### config.mk
export PLATFORM = sky130hd
export DESIGN_NAME = multicycle_control_fsm_flat
export DESIGN_NICKNAME = d
export VERILOG_FILES = /design/src/rtl/multicycle_control_fsm_pkg.sv /design/src/rtl/multicycle_control_fsm_if.sv /design/src/rtl/multicycle_control_fsm_output_decode.sv /design/src/rtl/multicycle_control_fsm.sv /design/src/flat_wrapper.sv
export SDC_FILE = /design/constraint.sdc
export NUM_CORES = 1
export LEC_CHECK = 0
export CAP_MARGIN = 20
export CORE_ASPECT_RATIO = 1.75
export CORE_MARGIN = 8
export CORE_UTILIZATION = 31
export DETAILED_ROUTE_END_ITERATION = 8
export GPL_TIMING_DRIVEN = 0
export HOLD_SLACK_MARGIN = 0.08
export PLACE_DENSITY = 0.82
export SLEW_MARGIN = 20
export SYNTH_ARGS = -nofsm -noshare
export SYNTH_HDL_FRONTEND = slang
export SYNTH_SLANG_ARGS = --single-unit
### constraint.sdc
create_clock -name clk -period 1.5 [get_ports clk]
set_input_delay 0.3 -clock clk [delete_from_list [all_inputs] [get_ports clk]]
set_output_delay 0.3 -clock clk [all_outputs]
set_load 0.01 [all_outputs]
### src/rtl/multicycle_control_fsm_pkg.sv
// Shared definitions for the multi-cycle control sequencer: field widths,
// opcode values, mux-select encodings, state encodings and the control bundle.
package multicycle_control_fsm_pkg;

    localparam int unsigned INSTR_W = 32;
    localparam int unsigned OPC_W   = 6;
    localparam int unsigned ST_W    = 4;

    // Supported opcodes (instruction[31:26])
    localparam logic [OPC_W-1:0] OP_RTYPE = 6'b000000;
    localparam logic [OPC_W-1:0] OP_LW    = 6'b100011;
    localparam logic [OPC_W-1:0] OP_SW    = 6'b101011;
    localparam logic [OPC_W-1:0] OP_BEQ   = 6'b000100;
    localparam logic [OPC_W-1:0] OP_J     = 6'b000010;
    localparam logic [OPC_W-1:0] OP_ADDI  = 6'b001000;

    // ALU operation select
    localparam logic [1:0] ALUOP_ADD   = 2'b00;
    localparam logic [1:0] ALUOP_SUB   = 2'b01;
    localparam logic [1:0] ALUOP_FUNCT = 2'b10;

    // ALU B-operand select
    localparam logic [1:0] SRCB_RT      = 2'b00;
    localparam logic [1:0] SRCB_FOUR    = 2'b01;
    localparam logic [1:0] SRCB_IMM     = 2'b10;
    localparam logic [1:0] SRCB_IMM_SL2 = 2'b11;

    // Next-PC select
    localparam logic [1:0] PCSRC_ALU    = 2'b00;
    localparam logic [1:0] PCSRC_ALUOUT = 2'b01;
    localparam logic [1:0] PCSRC_JUMP   = 2'b10;

    typedef enum logic [ST_W-1:0] {
        S_FETCH     = 4'd0,
        S_DECODE    = 4'd1,
        S_MEM_ADDR  = 4'd2,
        S_MEM_READ  = 4'd3,
        S_MEM_WB    = 4'd4,
        S_MEM_WRITE = 4'd5,
        S_EXECUTE   = 4'd6,
        S_R_WB      = 4'd7,
        S_BRANCH    = 4'd8,
        S_JUMP      = 4'd9,
        S_ADDI_WB   = 4'd10,
        S_ILLEGAL   = 4'd11
    } state_e;

    // Full set of datapath controls produced each cycle
    typedef struct packed {
        logic       pc_write;
        logic       pc_write_cond;
        logic       iord;
        logic       mem_read;
        logic       mem_write;
        logic       ir_write;
        logic       mem_to_reg;
        logic       reg_dst;
        logic       reg_write;
        logic       alu_src_a;
        logic [1:0] alu_src_b;
        logic [1:0] alu_op;
        logic [1:0] pc_source;
        logic       instr_done;
        logic       illegal_op;
    } ctrl_t;

endpackage

### src/rtl/multicycle_control_fsm_if.sv
// Control/datapath bundle between the sequencer and the datapath.
// master (sequencer): receives instruction, mem_ready; drives all controls + state.
// slave  (datapath/bench): drives instruction, mem_ready; observes controls.
interface multicycle_control_fsm_if;
    import multicycle_control_fsm_pkg::*;

    logic [INSTR_W-1:0] instruction;
    logic               mem_ready;
    logic               PCWrite;
    logic               PCWriteCond;
    logic               IorD;
    logic               MemRead;
    logic               MemWrite;
    logic               IRWrite;
    logic               MemToReg;
    logic               RegDst;
    logic               RegWrite;
    logic               ALUSrcA;
    logic [1:0]         ALUSrcB;
    logic [1:0]         ALUOp;
    logic [1:0]         PCSource;
    logic               instr_done;
    logic               illegal_op;
    logic [ST_W-1:0]    state;

    modport master (
        input  instruction, mem_ready,
        output PCWrite, PCWriteCond, IorD, MemRead, MemWrite, IRWrite,
               MemToReg, RegDst, RegWrite, ALUSrcA, ALUSrcB, ALUOp,
               PCSource, instr_done, illegal_op, state
    );

    modport slave (
        output instruction, mem_ready,
        input  PCWrite, PCWriteCond, IorD, MemRead, MemWrite, IRWrite,
               MemToReg, RegDst, RegWrite, ALUSrcA, ALUSrcB, ALUOp,
               PCSource, instr_done, illegal_op, state
    );

endinterface

### src/rtl/multicycle_control_fsm_output_decode.sv
// Purely combinational state-to-controls table.
// Ports: state_i (current state), mem_ready_i (memory handshake),
//        ctrl_o (control bundle for that state).
module multicycle_control_fsm_output_decode
    import multicycle_control_fsm_pkg::*;
(
    input  state_e state_i,
    input  logic   mem_ready_i,
    output ctrl_t  ctrl_o
);

    always_comb begin
        ctrl_o = '0;
        case (state_i)
            S_FETCH: begin
                ctrl_o.mem_read  = 1'b1;
                ctrl_o.iord      = 1'b0;
                ctrl_o.alu_src_a = 1'b0;
                ctrl_o.alu_src_b = SRCB_FOUR;
                ctrl_o.alu_op    = ALUOP_ADD;
                ctrl_o.pc_source = PCSRC_ALU;
                // IR and PC only load once the fetch read has completed
                ctrl_o.ir_write  = mem_ready_i;
                ctrl_o.pc_write  = mem_ready_i;
            end
            S_DECODE: begin
                // Branch target precompute: PC + (imm << 2)
                ctrl_o.alu_src_a = 1'b0;
                ctrl_o.alu_src_b = SRCB_IMM_SL2;
                ctrl_o.alu_op    = ALUOP_ADD;
            end
            S_MEM_ADDR: begin
                ctrl_o.alu_src_a = 1'b1;
                ctrl_o.alu_src_b = SRCB_IMM;
                ctrl_o.alu_op    = ALUOP_ADD;
            end
            S_MEM_READ: begin
                ctrl_o.mem_read = 1'b1;
                ctrl_o.iord     = 1'b1;
            end
            S_MEM_WB: begin
                ctrl_o.reg_write  = 1'b1;
                ctrl_o.mem_to_reg = 1'b1;
                ctrl_o.reg_dst    = 1'b0;
                ctrl_o.instr_done = 1'b1;
            end
            S_MEM_WRITE: begin
                ctrl_o.mem_write  = 1'b1;
                ctrl_o.iord       = 1'b1;
                ctrl_o.instr_done = mem_ready_i;
            end
            S_EXECUTE: begin
                ctrl_o.alu_src_a = 1'b1;
                ctrl_o.alu_src_b = SRCB_RT;
                ctrl_o.alu_op    = ALUOP_FUNCT;
            end
            S_R_WB: begin
                ctrl_o.reg_write  = 1'b1;
                ctrl_o.reg_dst    = 1'b1;
                ctrl_o.mem_to_reg = 1'b0;
                ctrl_o.instr_done = 1'b1;
            end
            S_BRANCH: begin
                ctrl_o.alu_src_a     = 1'b1;
                ctrl_o.alu_src_b     = SRCB_RT;
                ctrl_o.alu_op        = ALUOP_SUB;
                ctrl_o.pc_write_cond = 1'b1;
                ctrl_o.pc_source     = PCSRC_ALUOUT;
                ctrl_o.instr_done    = 1'b1;
            end
            S_JUMP: begin
                ctrl_o.pc_write   = 1'b1;
                ctrl_o.pc_source  = PCSRC_JUMP;
                ctrl_o.instr_done = 1'b1;
            end
            S_ADDI_WB: begin
                ctrl_o.reg_write  = 1'b1;
                ctrl_o.reg_dst    = 1'b0;
                ctrl_o.mem_to_reg = 1'b0;
                ctrl_o.instr_done = 1'b1;
            end
            S_ILLEGAL: begin
                ctrl_o.illegal_op = 1'b1;
                ctrl_o.instr_done = 1'b1;
            end
            default: ctrl_o = '0;
        endcase
    end

endmodule

### src/rtl/multicycle_control_fsm.sv
// Multi-cycle processor sequencer: Moore FSM stepping fetch/decode/execute/
// memory/write-back, stalling on mem_ready.
// Ports: clk, reset (synchronous, active-high), bus (master modport: IR and
//        mem_ready in; all datapath controls, instr_done, illegal_op, state out).
module multicycle_control_fsm
    import multicycle_control_fsm_pkg::*;
(
    input  logic                      clk,
    input  logic                      reset,
    multicycle_control_fsm_if.master  bus
);

    state_e             state_q, state_d;
    logic [OPC_W-1:0]   opcode_q, opcode_d;
    logic [OPC_W-1:0]   opcode_in;
    ctrl_t              ctrl;
    ctrl_t              ctrl_out;
    logic               unused_instr_bits;

    assign opcode_in         = bus.instruction[INSTR_W-1 -: OPC_W];
    assign unused_instr_bits = ^bus.instruction[INSTR_W-OPC_W-1:0];

    // State and opcode registers
    always_ff @(posedge clk) begin
        if (reset) begin
            state_q  <= S_FETCH;
            opcode_q <= '0;
        end else begin
            state_q  <= state_d;
            opcode_q <= opcode_d;
        end
    end

    // Next-state logic; opcode is captured in DECODE for the MEM_ADDR split
    always_comb begin
        state_d  = state_q;
        opcode_d = opcode_q;
        case (state_q)
            S_FETCH: begin
                if (bus.mem_ready) state_d = S_DECODE;
            end
            S_DECODE: begin
                opcode_d = opcode_in;
                case (opcode_in)
                    OP_LW, OP_SW, OP_ADDI: state_d = S_MEM_ADDR;
                    OP_RTYPE:              state_d = S_EXECUTE;
                    OP_BEQ:                state_d = S_BRANCH;
                    OP_J:                  state_d = S_JUMP;
                    default:               state_d = S_ILLEGAL;
                endcase
            end
            S_MEM_ADDR: begin
                case (opcode_q)
                    OP_LW:   state_d = S_MEM_READ;
                    OP_SW:   state_d = S_MEM_WRITE;
                    OP_ADDI: state_d = S_ADDI_WB;
                    default: state_d = S_FETCH;
                endcase
            end
            S_MEM_READ: begin
                if (bus.mem_ready) state_d = S_MEM_WB;
            end
            S_MEM_WRITE: begin
                if (bus.mem_ready) state_d = S_FETCH;
            end
            S_EXECUTE:  state_d = S_R_WB;
            S_MEM_WB,
            S_R_WB,
            S_BRANCH,
            S_JUMP,
            S_ADDI_WB,
            S_ILLEGAL:  state_d = S_FETCH;
            default:    state_d = S_FETCH;
        endcase
    end

    multicycle_control_fsm_output_decode u_decode (
        .state_i     (state_q),
        .mem_ready_i (bus.mem_ready),
        .ctrl_o      (ctrl)
    );

    // Reset blanks every output in the same cycle it is asserted
    always_comb begin
        ctrl_out = ctrl;
        if (reset) ctrl_out = '0;
    end

    assign bus.PCWrite     = ctrl_out.pc_write;
    assign bus.PCWriteCond = ctrl_out.pc_write_cond;
    assign bus.IorD        = ctrl_out.iord;
    assign bus.MemRead     = ctrl_out.mem_read;
    assign bus.MemWrite    = ctrl_out.mem_write;
    assign bus.IRWrite     = ctrl_out.ir_write;
    assign bus.MemToReg    = ctrl_out.mem_to_reg;
    assign bus.RegDst      = ctrl_out.reg_dst;
    assign bus.RegWrite    = ctrl_out.reg_write;
    assign bus.ALUSrcA     = ctrl_out.alu_src_a;
    assign bus.ALUSrcB     = ctrl_out.alu_src_b;
    assign bus.ALUOp       = ctrl_out.alu_op;
    assign bus.PCSource    = ctrl_out.pc_source;
    assign bus.instr_done  = ctrl_out.instr_done;
    assign bus.illegal_op  = ctrl_out.illegal_op;
    assign bus.state       = reset ? {ST_W{1'b0}} : ST_W'(state_q);

endmodule

### src/flat_wrapper.sv
// flat-port wrapper written by rule: the top's interface ports become plain ports
module multicycle_control_fsm_flat import multicycle_control_fsm_pkg::*;
  (clk, reset, bus_instruction, bus_mem_ready, bus_PCWrite, bus_PCWriteCond, bus_IorD, bus_MemRead, bus_MemWrite, bus_IRWrite, bus_MemToReg, bus_RegDst, bus_RegWrite, bus_ALUSrcA, bus_ALUSrcB, bus_ALUOp, bus_PCSource, bus_instr_done, bus_illegal_op, bus_state);
  multicycle_control_fsm_if bus_i ();
  input  logic clk;
  input  logic reset;
  input wire logic [$bits(bus_i.instruction)-1:0] bus_instruction;
  input wire logic [$bits(bus_i.mem_ready)-1:0] bus_mem_ready;
  output wire logic [$bits(bus_i.PCWrite)-1:0] bus_PCWrite;
  output wire logic [$bits(bus_i.PCWriteCond)-1:0] bus_PCWriteCond;
  output wire logic [$bits(bus_i.IorD)-1:0] bus_IorD;
  output wire logic [$bits(bus_i.MemRead)-1:0] bus_MemRead;
  output wire logic [$bits(bus_i.MemWrite)-1:0] bus_MemWrite;
  output wire logic [$bits(bus_i.IRWrite)-1:0] bus_IRWrite;
  output wire logic [$bits(bus_i.MemToReg)-1:0] bus_MemToReg;
  output wire logic [$bits(bus_i.RegDst)-1:0] bus_RegDst;
  output wire logic [$bits(bus_i.RegWrite)-1:0] bus_RegWrite;
  output wire logic [$bits(bus_i.ALUSrcA)-1:0] bus_ALUSrcA;
  output wire logic [$bits(bus_i.ALUSrcB)-1:0] bus_ALUSrcB;
  output wire logic [$bits(bus_i.ALUOp)-1:0] bus_ALUOp;
  output wire logic [$bits(bus_i.PCSource)-1:0] bus_PCSource;
  output wire logic [$bits(bus_i.instr_done)-1:0] bus_instr_done;
  output wire logic [$bits(bus_i.illegal_op)-1:0] bus_illegal_op;
  output wire logic [$bits(bus_i.state)-1:0] bus_state;
  assign bus_i.instruction = bus_instruction;
  assign bus_i.mem_ready = bus_mem_ready;
  assign bus_PCWrite = bus_i.PCWrite;
  assign bus_PCWriteCond = bus_i.PCWriteCond;
  assign bus_IorD = bus_i.IorD;
  assign bus_MemRead = bus_i.MemRead;
  assign bus_MemWrite = bus_i.MemWrite;
  assign bus_IRWrite = bus_i.IRWrite;
  assign bus_MemToReg = bus_i.MemToReg;
  assign bus_RegDst = bus_i.RegDst;
  assign bus_RegWrite = bus_i.RegWrite;
  assign bus_ALUSrcA = bus_i.ALUSrcA;
  assign bus_ALUSrcB = bus_i.ALUSrcB;
  assign bus_ALUOp = bus_i.ALUOp;
  assign bus_PCSource = bus_i.PCSource;
  assign bus_instr_done = bus_i.instr_done;
  assign bus_illegal_op = bus_i.illegal_op;
  assign bus_state = bus_i.state;
  multicycle_control_fsm u_core (.clk(clk), .reset(reset), .bus(bus_i));
endmodule
---- Yosys cells after proc, flatten, opt, wreduce, memory -nomap -nowiden ----
Index checks and enable logic that the tools add are counted.
storage, ports and cells
  output and inout port bits .............. 22
  flip-flop bits (word level) ............. 10
cells by class
  reduce and logical (&&, ||, !) cells .... 7
  eq/ne operators ......................... 22
  mux-type cells .......................... 19
operator list
  kind                count
  $pmux 5 s5          1
  $eq 6x6->1 const B  4
  $pmux 4 s6          1
  $mux 18             1
  $eq 4x3->1 const B  4
  $eq 4x4->1 const B  4
  $mux 4              4
  $pmux 4 s4          1
  $eq 6x4->1 const B  2
  $pmux 4 s3          1
  $pmux 3 s3          1
  $eq 4x2->1 const B  2
  $eq 6x2->1 const B  1
  $eq 6x3->1 const B  1
  $logic_not 6->1     1
  $mux 1              6
  $ne 2x2->1 const B  3
  $reduce_or 6->1     1
  $eq 4x1->1 const B  1
  $logic_not 4->1     1
  $pmux 1 s2          2
  $pmux 2 s2          1
  $reduce_or 2->1     2
  $reduce_and 3->1    1
  $reduce_or 3->1     1

---- Depth between registers and ports, before layout ----
Gate-level depths: netlist of the first run.
  depth in word-level cells ............... 4
  gate-level depth with buffers ........... 6
  depth with buffers taken out ............ 4

---- Hierarchy ----
A second synthesis of the first run with hierarchy kept.
unflattened totals
  cell total of the unflattened synthesis .. 132
  area total of the unflattened synthesis .. 984.7 sq um
by module, submodules not included
  module                                seq. area each (sq um)  area an instance (sq um)  instances  cells an instance
  multicycle_control_fsm                200.2                   753.2                     1          96
  multicycle_control_fsm_output_decode  0.0                     231.5                     1          36

---- Least setup slack after synthesis of the first run ----
OpenSTA, ideal clock, no wires.
  path kind ............................... flip-flop to output port
  from .................................... register u_core.state_q[3]
  to ...................................... output bus_PCWrite
  path slack .............................. -0.280 ns
  cell stages (with the launch flop) ...... 5
  arrival time ............................ 1.480 ns
  cells stage by stage .................... dfxtp_1 buf_6 or3_1 nor4_1 or2_1
between the ends
  cells in the longest elaborated chain, start to end .. 3
ends and longest elaborated chain
  element                                        RTL line                                    RTL
  start: declaration                             multicycle_control_fsm.sv:13                state_e state_q, state_d;
  start signal: assignment                       multicycle_control_fsm.sv:29                state_q <= state_d;
  $eq 4x4->1 or $logic_not 4->1 (tied branches)  multicycle_control_fsm_output_decode.sv:14  case (state_i)
  $pmux 1 s2 *                                   multicycle_control_fsm_output_decode.sv:14
  $mux 18 *                                      multicycle_control_fsm.sv:86                if (reset) ctrl_out = '0;
  end: declaration                               flat_wrapper.sv:9                           output wire logic [$bits(bus_i.PCWrite)-1:0] bus_PCWrite;
Every way passes the cells marked *; elsewhere a longest branch is shown, timed or not.

---- Final worst setup path of the first run ----
  from .................................... register u_core.state_q[2]
  to ...................................... output bus_MemRead
between the ends
  cells in the longest elaborated chain, start to end .. 4
ends and longest elaborated chain
  element                                        RTL line                                    RTL
  $eq 4x2->1 or $logic_not 4->1 (tied branches)  multicycle_control_fsm_output_decode.sv:14
  $reduce_or 2->1 (no source line) *             -
  $mux 1 *                                       multicycle_control_fsm_output_decode.sv:14
  $mux 18 *                                      multicycle_control_fsm.sv:86
  end: declaration                               flat_wrapper.sv:12                          output wire logic [$bits(bus_i.MemRead)-1:0] bus_MemRead;
Marks and branches as above.

==> impl_metrics.env, run 1 <==
export IMPL_hold_buffers=0
export IMPL_r2r_start="u_core.state_q[2]$_SDFFE_PP0P_"
export IMPL_worstSetupPathType="reg2out"
export IMPL_portBuffers=30
export IMPL_slew_headroom_pct=61.6
export IMPL_ctsRootBufferMaster="clkbuf_8"
export IMPL_vias=1177
export IMPL_core_region_area_um2=2460
export IMPL_synth_warnings=0
export IMPL_worstPathMaxFanout=4
export IMPL_drt_initial_drc_count=50
export IMPL_cts_tree="done"
export IMPL_overflow=0
export IMPL_gp_congestion=0.873
export IMPL_rsz0062_at_grt="yes"
export IMPL_synth_nets=147
export IMPL_syn_avg_cell_area_um2=7.07
export IMPL_fin_ws_ns=-0.312
export IMPL_crit_path_start="u_core.state_q[2]$_SDFFE_PP0P_"
export IMPL_grt_max_degree=11
export IMPL_min_period_over_period_pct=121
export IMPL_ir_worst_vdd_v=0.000583
export IMPL_cp_cell_sequence="buf_6 -> or3_4 -> buf_4 -> nor3b_2 -> buf_2"
export IMPL_power_uw=1690
export IMPL_finalWirelength_um=4000
export IMPL_setup_viol=23
export IMPL_antenna_found_initial=0
export IMPL_r2r_end="u_core.state_q[1]$_SDFFE_PP0P_"
export IMPL_synth_seq_cells=10
export IMPL_die_w_um=54.2
export IMPL_critical_path_max_stage_delay_ns=0.40
export IMPL_cp_arrival_ns=1.51
export IMPL_clock_skew_ns=0.00389
export IMPL_tightest_slew_ns=0.568
export IMPL_seq_area_frac_synth_pct=25.3
export IMPL_cts_buffers=3
export IMPL_finalNetCount=214
export IMPL_worstSetupStartpointType="flop"
export IMPL_synth_edf_count=0
export IMPL_avgViaCountPerCell=5.77
export IMPL_ys_flop_type="dfxtp_1"
export IMPL_drive_gt1_share_pct=67.4
export IMPL_status="finished with violations"
export IMPL_dpl_hpwl_um=2040
export IMPL_clock_latency_ns=0.24
export IMPL_netlist_area_um2=792
export IMPL_final_common_cell="buf_6"
export IMPL_grt_pass1_wl_um=5550
export IMPL_grt_pass1_vias=1225
export IMPL_htreeDepth=1
export IMPL_p_leak_uw=0.000726
export IMPL_power_density_nw_per_um2=943
export IMPL_ios=57
export IMPL_drc=0
export IMPL_fin_crit_ns=1.81
export IMPL_drv_slew=0
export IMPL_wl_per_cell_um=19.6
export IMPL_yosysUniqueCellTypes=38
export IMPL_placedCellCount=168
export IMPL_start_util_pct=32.2
export IMPL_synthCells=112
export IMPL_die_h_um=82.9
export IMPL_synthArstFlopShare_pct=0
export IMPL_drv_cap=0
export IMPL_clock_path_buffers=2
export IMPL_fillCellCount=170
export IMPL_area_growth_synth_to_final_pct=127
export IMPL_diodes=0
export IMPL_cp_end_kind="output pin"
export IMPL_worst_path_max_delay_cell="or3_4"
export IMPL_groute_usage_overall_pct=15.7
export IMPL_reg2reg_depth=7
export IMPL_fmaxAchievable_mhz=552
export IMPL_dr_pass1_iters=4
export IMPL_whs_path_depth=3
export IMPL_cts_sinks=10
export IMPL_stdcell_count=204
export IMPL_final_cell_mix="buf_6, buf_4, buf_2"
export IMPL_cp_required_ns=1.20
export IMPL_dieArea_um2=4490
export IMPL_finalHoldViolations=0
export IMPL_ant_nets=0
export IMPL_reg2reg_setup_slack_ns=-0.27
export IMPL_hp_class="in2reg"
export IMPL_clk_pin_slew_worst_paths_ns=0.04
export IMPL_failed_checks="negative setup slack"
export IMPL_endpoint="bus_MemRead"
export IMPL_rows=24
-- report_power, final --
part,switching (uW),internal [uW]
Sequential,50.1,309
Combinational,456,538
Clock,107,231
-- worst min-delay path by stage --
| stage | endpoint | from |
|---|---|---|
| floorplan | u_core.opcode_q[2]$_SDFFE_PP0P_ | bus_instruction[28] |
| global placement | u_core.opcode_q[2]$_SDFFE_PP0P_ | u_core.opcode_q[2]$_SDFFE_PP0P_ |
| detailed placement | u_core.opcode_q[4]$_SDFFE_PP0P_ | u_core.opcode_q[4]$_SDFFE_PP0P_ |
| CTS | u_core.opcode_q[3]$_SDFFE_PP0P_ | bus_instruction[29] |
| global route | u_core.opcode_q[5]$_SDFFE_PP0P_ | bus_instruction[31] |
| finish | u_core.opcode_q[5]$_SDFFE_PP0P_ | bus_instruction[31] |
-- sequential cells by signal (all words and copies together), names as in the netlist --
register	flops
u_core.state_q	4
u_core.opcode_q	6
-- cells in the mapped netlist (2+ instances only) --
cell type	count	area share, %
nor3_2	2	2.5
a21oi_1	10	6.3
nand3_1	2	1.3
nor2_1	9	4.3
dfxtp_1	10	25
a211oi_1	2	1.9
nor4_1	3	2.4
o21ai_0	2	1.3
nor2b_1	8	6.3
nand2_1	17	8.1
nand2b_1	4	3.2
o21ai_1	2	1.3
xnor2_1	2	2.2
nor3b_1	3	2.8
clkbuf_1	5	2.4
nor3_1	4	2.5
or3_1	4	3.2
buf_2	3	1.9
-- through the flow --
step	TNS [ns]	util [%]	instance area, um^2	hold slack (ns)	worst slack, ns
after floorplan	-0.208	-	825	0.436	-0.0911
after detailed placement	-20.06	47.0	1160	0.456	-1.12
final	-3.37	72.9	1790	0.338	-0.312
after global routing	-4.47	72.9	1790	0.360	-0.350
after global placement	-19.51	47.0	1160	0.446	-1.08
after CTS	-2.71	64.6	1590	0.457	-0.279
-- metal layers --
metal / global-route usage [%] / wire [um]
met5: 0 / 0
met3: 2.50 / 227
met1: 15.2 / 1390
met4: 11.3 / 168
met2: 27.1 / 2210
-- what timing repair did --
| item | CTS | global route |
|---|---|---|
| buffers inserted | 23 | 13 |
| pin swaps | 17 | 18 |
| endpoints found under the hold margin | 0 | 0 |
| gates resized for setup | 155 | 50 |
| setup endpoints to repair | 32 | 31 |
| cloned | 1 | 0 |
-- worst max-delay path, delay by kind of cell, from the launching register on --
kind / cells / cell delay [ns]
buffers and inverters: 3 / 0.43
DFF: 1 / 0.32
and+or+nand+nor: 2 / 0.53
-- layout make-up --
| class | instances | area, um^2 | share of cell area (%) |
|---|---|---|---|
| Inverter | 1 | 3.75 | 0.209 |
| Clock buffer | 4 | 55.1 | 3.07 |
| Multi-Input combinational cell | 91 | 807 | 45.0 |
| Buffer | 9 | 145 | 8.09 |
| Sequential cell | 10 | 210 | 11.7 |
| Tap cell | 26 | 32.5 | 1.81 |
| Timing Repair Buffer | 63 | 541 | 30.1 |
-- logic make-up (layout without fill, tap and decap cells) --
logic type                Yosys count  count (layout)  synth area share (%)
AOI/OAI and AO/OA                  25              25                  20.4
xor gates and xnor gates            2               2                  2.21
buffers and inverters              11              77                  7.11
DFF                                10              10                  25.3
muxes                               1               1                  1.42
and+or+nand+nor                    63              63                  43.6
Note: power is estimated with default switching activity, not from simulation.
==> inputs of run 2 (changes only) <==
--- a/config.mk
+++ b/config.mk
@@ -5,9 +5,10 @@
 export SDC_FILE = /design/constraint.sdc
 export NUM_CORES = 1
 export LEC_CHECK = 0
+export ABC_CLOCK_PERIOD_IN_PS = 1500
 export CAP_MARGIN = 20
 export CORE_ASPECT_RATIO = 1.75
-export CORE_MARGIN = 8
+export CORE_MARGIN = 2
 export CORE_UTILIZATION = 31
 export DETAILED_ROUTE_END_ITERATION = 8
 export GPL_TIMING_DRIVEN = 0
==> impl_metrics.env, run 2 (synthesis results as in run 1) <==
export IMPL_setup_viol=20
export IMPL_cts_sinks=10
export IMPL_vias=1183
export IMPL_crit_top_cell="buf_6"
export IMPL_rows=24
export IMPL_critical_path_max_stage_delay_ns=0.40
export IMPL_clk_pin_slew_worst_paths_ns=0.05
export IMPL_clkPwrFrac_pct=17.3
export IMPL_die_w_um=42.2
export IMPL_cts_tree="done"
export IMPL_pre_cts_slack_ns=-1.09
export IMPL_grt_max_degree=11
export IMPL_htreeDepth=1
export IMPL_overflow=0
export IMPL_placedCellCount=168
export IMPL_finalWirelength_um=4110
export IMPL_min_period_over_period_pct=125
export IMPL_drt_initial_drc_count=63
export IMPL_cts_buffers=3
export IMPL_area_growth_synth_to_final_pct=129
export IMPL_failed_checks="negative setup slack"
export IMPL_clock_latency_ns=0.24
export IMPL_power_uw=1620
export IMPL_final_common_cell="buf_6"
export IMPL_final_cell_mix="buf_6, buf_4, nand2_1, buf_2, a21oi_1"
export IMPL_worstSetupStartpointType="flop"
export IMPL_dr_pass1_iters=4
export IMPL_cp_arrival_ns=1.58
export IMPL_ant_nets=0
export IMPL_drv_slew=0
export IMPL_crit_family="simple AND/OR/NAND/NOR gates"
export IMPL_core_region_area_um2=2460
export IMPL_groute_usage_overall_pct=23.3
export IMPL_finalHoldViolations=0
export IMPL_wl_per_cell_um=19.6
export IMPL_fin_crit_ns=1.88
export IMPL_grt_pass1_wl_um=5330
export IMPL_ctsRootBufferMaster="clkbuf_8"
export IMPL_ios=57
export IMPL_seqPwrFrac_pct=21.6
export IMPL_cp_required_ns=1.20
export IMPL_sw_frac_of_total_pct=37.7
export IMPL_avgViaCountPerCell=5.66
export IMPL_largest_reg_flops=6
export IMPL_drv_cap=0
export IMPL_slew_headroom_pct=61.4
export IMPL_p_switching_uw=611
export IMPL_finalNetCount=220
export IMPL_cp_cell_sequence="buf_6 -> or3_4 -> buf_6 -> nor3b_2 -> buf_2"
export IMPL_dpl_hpwl_um=1780
export IMPL_portBuffers=30
export IMPL_antenna_found_initial=0
export IMPL_worstPathMaxFanout=3
export IMPL_rsz0062_at_grt="yes"
export IMPL_grt_pass1_vias=1135
export IMPL_ir_worst_vdd_v=0.000775
export IMPL_tightest_slew_ns=0.572
export IMPL_worstSetupPathType="reg2out"
export IMPL_largest_register="u_core.opcode_q"
export IMPL_p_leak_uw=0.000758
export IMPL_diodes=0
export IMPL_clock_skew_ns=0.000466
export IMPL_comb_power_share_pct=61.1
export IMPL_drive_gt1_share_pct=65.0
export IMPL_placed_cell_area_um2=1160
export IMPL_status="finished with violations"
export IMPL_utilization_pct=73.5
export IMPL_power_density_nw_per_um2=895
export IMPL_start_util_pct=32.2
export IMPL_clock_path_buffers=2
export IMPL_fmaxAchievable_mhz=532
export IMPL_cp_num_buf_inv=3
export IMPL_worst_path_max_delay_cell="or3_4"
export IMPL_hp_class="in2reg"
export IMPL_cp_end_kind="output pin"
export IMPL_die_h_um=70.9
export IMPL_stdcell_count=209
export IMPL_fin_ws_ns=-0.379
export IMPL_largestRegisters="u_core.opcode_q x6, u_core.state_q x4"
export IMPL_internal_power_uw=1010
export IMPL_drc=0
export IMPL_dieArea_um2=2990
export IMPL_gp_congestion=0.955
export IMPL_finalInstanceArea_um2=1810
[run 2: metrics by stage]
step,hold WS [ns],setup TNS (ns)
5_1_grt,0.339,-5.46
3_3_place_gp,0.446,-19.09
4_1_cts,0.445,-3.09
3_5_place_dp,0.454,-19.34
6_report,0.322,-4.57
2_1_floorplan,0.436,-0.208
[run 2: worst min-delay path, cell delays in order]
cell,delay [ns]
clkbuf_2,0.11
nand2_1,0.06
a21oi_1,0.05
[run 2: path summary, 6_finish.rpt]
check / cells past startpoint / from / to / slack [ns]
min: 3 / bus_instruction[31] / u_core.opcode_q[5]$_SDFFE_PP0P_ / 0.32
max: 5 / u_core.state_q[3]$_SDFFE_PP0P_ / bus_MemRead / -0.38
min reg2reg: 2 / u_core.opcode_q[5]$_SDFFE_PP0P_ / u_core.opcode_q[5]$_SDFFE_PP0P_ / 0.47
max reg2reg: 6 / u_core.state_q[2]$_SDFFE_PP0P_ / u_core.state_q[1]$_SDFFE_PP0P_ / -0.20
[run 2: layout make-up]
cell class / instances / area [um^2]
Buffer: 9 / 139
Multi-Input combinational cell: 91 / 802
Clock buffer: 3 / 41.3
Timing Repair Buffer: 69 / 582
Tap cell: 26 / 32.5
Fill cell: 162 / 652
Sequential cell: 10 / 210
Inverter: 1 / 3.75
[run 2: layer usage]
layer	vias up	part of all wire (%)	track usage, %
met5	-	0	0
met3	24	6.4	1.53
met4	0	5.8	16.0
met1	544	31	23.9
met2	74	56	42.9
li1	541	-	-
[run 2: what timing repair did]
action / CTS / global route
hold endpoints to repair: 0 / 0
buffers inserted: 25 / 14
setup endpoints to repair: 32 / 32
resized for setup: 147 / 51
hold buffers: 0 / 0
pin swaps: 16 / 18
[run 2: power groups by stage]
stage	sequential [uW]	clock [uW]	combinational, uW
after floorplan	327	0	327
after global placement	331	0	491
after detailed placement	333	0	504
after CTS	334	276	761
after global routing	355	303	1030
final	351	281	990
==> inputs of run 3 (changes only) <==
--- a/config.mk
+++ b/config.mk
@@ -7,7 +7,6 @@
 export LEC_CHECK = 0
 export ABC_CLOCK_PERIOD_IN_PS = 1500
 export CAP_MARGIN = 20
-export CORE_ASPECT_RATIO = 1.75
 export CORE_MARGIN = 2
 export CORE_UTILIZATION = 31
 export DETAILED_ROUTE_END_ITERATION = 8
==> impl_metrics.env, run 3 (synthesis results as in run 1) <==
export IMPL_status="finished with violations"
export IMPL_failed_checks="negative setup slack"
export IMPL_finalHoldViolations=0
export IMPL_cts_tree="done"
export IMPL_grt_max_degree=11
export IMPL_worst_path_max_delay_cell="or3_4"
export IMPL_avgViaCountPerCell=5.50
export IMPL_core_region_area_um2=2450
export IMPL_rows=18
export IMPL_largest_reg_flops=6
export IMPL_largest_register="u_core.opcode_q"
export IMPL_placed_cell_area_um2=1160
export IMPL_dr_pass1_iters=4
export IMPL_drt_met1_wl_um=1260
export IMPL_p_leak_uw=0.000728
export IMPL_cp_num_buf_inv=2
export IMPL_finalInstanceArea_um2=1720
export IMPL_cts_buffers=3
export IMPL_worstSetupPathType="reg2out"
export IMPL_tightest_slew_ns=0.710
export IMPL_clock_path_buffers=2
export IMPL_gp_congestion=0.834
export IMPL_fillCellCount=187
export IMPL_seq_area_um2=210
export IMPL_worstPathMaxFanout=4
export IMPL_clk_pin_slew_worst_paths_ns=0.07
export IMPL_diodes=0
export IMPL_power_density_nw_per_um2=865
export IMPL_start_util_pct=32.3
export IMPL_fin_ws_ns=-0.371
export IMPL_ios=57
export IMPL_drc=0
export IMPL_hold_buffers=0
export IMPL_slew_headroom_pct=52.0
export IMPL_drv_slew=0
export IMPL_cp_arrival_ns=1.57
export IMPL_routed_wl_met2_um=1940
export IMPL_grt_pass1_wl_um=5070
export IMPL_hp_start="bus_instruction[31]"
export IMPL_dpl_hpwl_um=1740
export IMPL_critical_path_max_stage_delay_ns=0.40
export IMPL_multi_input_area_um2=764
export IMPL_cp_end_kind="output pin"
export IMPL_wl_per_cell_um=17.1
export IMPL_cp_required_ns=1.20
export IMPL_groute_usage_overall_pct=24.4
export IMPL_worstSetupStartpointType="flop"
export IMPL_drive_gt1_share_pct=60.6
export IMPL_crit_path_start="u_core.state_q[3]$_SDFFE_PP0P_"
export IMPL_cp_cell_sequence="buf_6 -> or3_4 -> nor4_4 -> or2_1 -> buf_2"
export IMPL_finalWirelength_um=3590
export IMPL_drt_initial_drc_count=34
export IMPL_crit_family="simple AND/OR/NAND/NOR gates"
export IMPL_final_cell_mix="buf_4, buf_2, buf_6"
export IMPL_die_w_um=54.5
export IMPL_drv_cap=0
export IMPL_dieArea_um2=2980
export IMPL_largestRegisters="u_core.opcode_q x6, u_core.state_q x4"
export IMPL_setup_viol=22
export IMPL_ir_worst_vdd_v=0.000830
export IMPL_overflow=0
export IMPL_clock_latency_ns=0.28
export IMPL_fmaxAchievable_mhz=534
export IMPL_wl_met3_um=235
export IMPL_fin_crit_ns=1.87
export IMPL_final_common_cell="buf_4"
export IMPL_ctsRootBufferMaster="clkbuf_4"
export IMPL_ant_nets=0
export IMPL_cts_sinks=10
export IMPL_finalNetCount=216
export IMPL_routed_top_layer="met4"
export IMPL_grt_pass1_vias=1101
export IMPL_htreeDepth=1
export IMPL_antenna_found_initial=0
export IMPL_clock_skew_ns=0.00819
export IMPL_r2r_start="u_core.state_q[3]$_SDFFE_PP0P_"
export IMPL_die_h_um=54.5
export IMPL_area_growth_synth_to_final_pct=117
export IMPL_min_period_over_period_pct=125
export IMPL_portBuffers=30
export IMPL_pre_cts_slack_ns=-1.08
export IMPL_hp_class="in2reg"
export IMPL_vias=1156
export IMPL_rsz0062_at_grt="yes"
-- run 3: cell types whose count changed in the layout (fill, tap and decap cells not counted), sizes merged --
cell           before  now
clkbuf             12    9
dlygate4sd2         2    3
buf                64   61
clkdlybuf4s15       2    3
dlymetal6s2s        0    1
-- run 3: tightest hold or removal path, stage by stage --
cell	delay [ns]
clkdlybuf4s15_1	0.21
nand2_1	0.08
a21oi_1	0.05
-- run 3: power by group --
group	total (uW)	switching [uW]	leakage [uW]	internal (uW)
Sequential	346	38.6	0.0000839	308
Combinational	883	416	0.000623	468
Clock	257	109	0.0000210	148
-- run 3: worst paths after layout --
path / end / slack (ns) / depth (start not counted)
worst max-delay path: bus_PCWrite / -0.37 / 5
worst max register to register: u_core.state_q[1]$_SDFFE_PP0P_ / -0.21 / 6
worst min register to register: u_core.opcode_q[2]$_SDFFE_PP0P_ / 0.47 / 2
worst min-delay path: u_core.opcode_q[5]$_SDFFE_PP0P_ / 0.41 / 3
-- run 3: per-layer routing --
metal  global-route usage (%)  vias up
li1                         -      538
met1                     23.7      550
met2                     46.6       53
met3                     3.83       15
met4                     16.3        0
met5                        0        -
-- run 3: cell type report --
class                   count  area share, %
multi-input cells          91           44.5
clock buffers               4           2.11
repair buffers             65           31.2
inverters                   1          0.218
flip-flops and latches     10           12.2
plain buffers               9           7.57
well taps                  30           2.18
-- run 3: timing repair --
item | 4_1_cts | 5_1_grt
endpoints found under the setup margin | 32 | 28
pin swaps | 17 | 13
buffers inserted | 24 | 12
resized for setup | 155 | 30
-- run 3: stage by stage --
stage | cells | total power (uW) | TNS, ns | hold WS, ns | utilization [%]
after detailed placement | 172 | 834 | -18.75 | 0.452 | 47.3
after global routing | 210 | 1570 | -5.46 | 0.421 | 70.0
after global placement | 172 | 820 | -18.54 | 0.449 | 47.3
after CTS | 200 | 1310 | -3.57 | 0.404 | 63.1
final | 210 | 1490 | -4.03 | 0.414 | 70.0
after floorplan | 112 | 655 | -0.208 | 0.436 | -
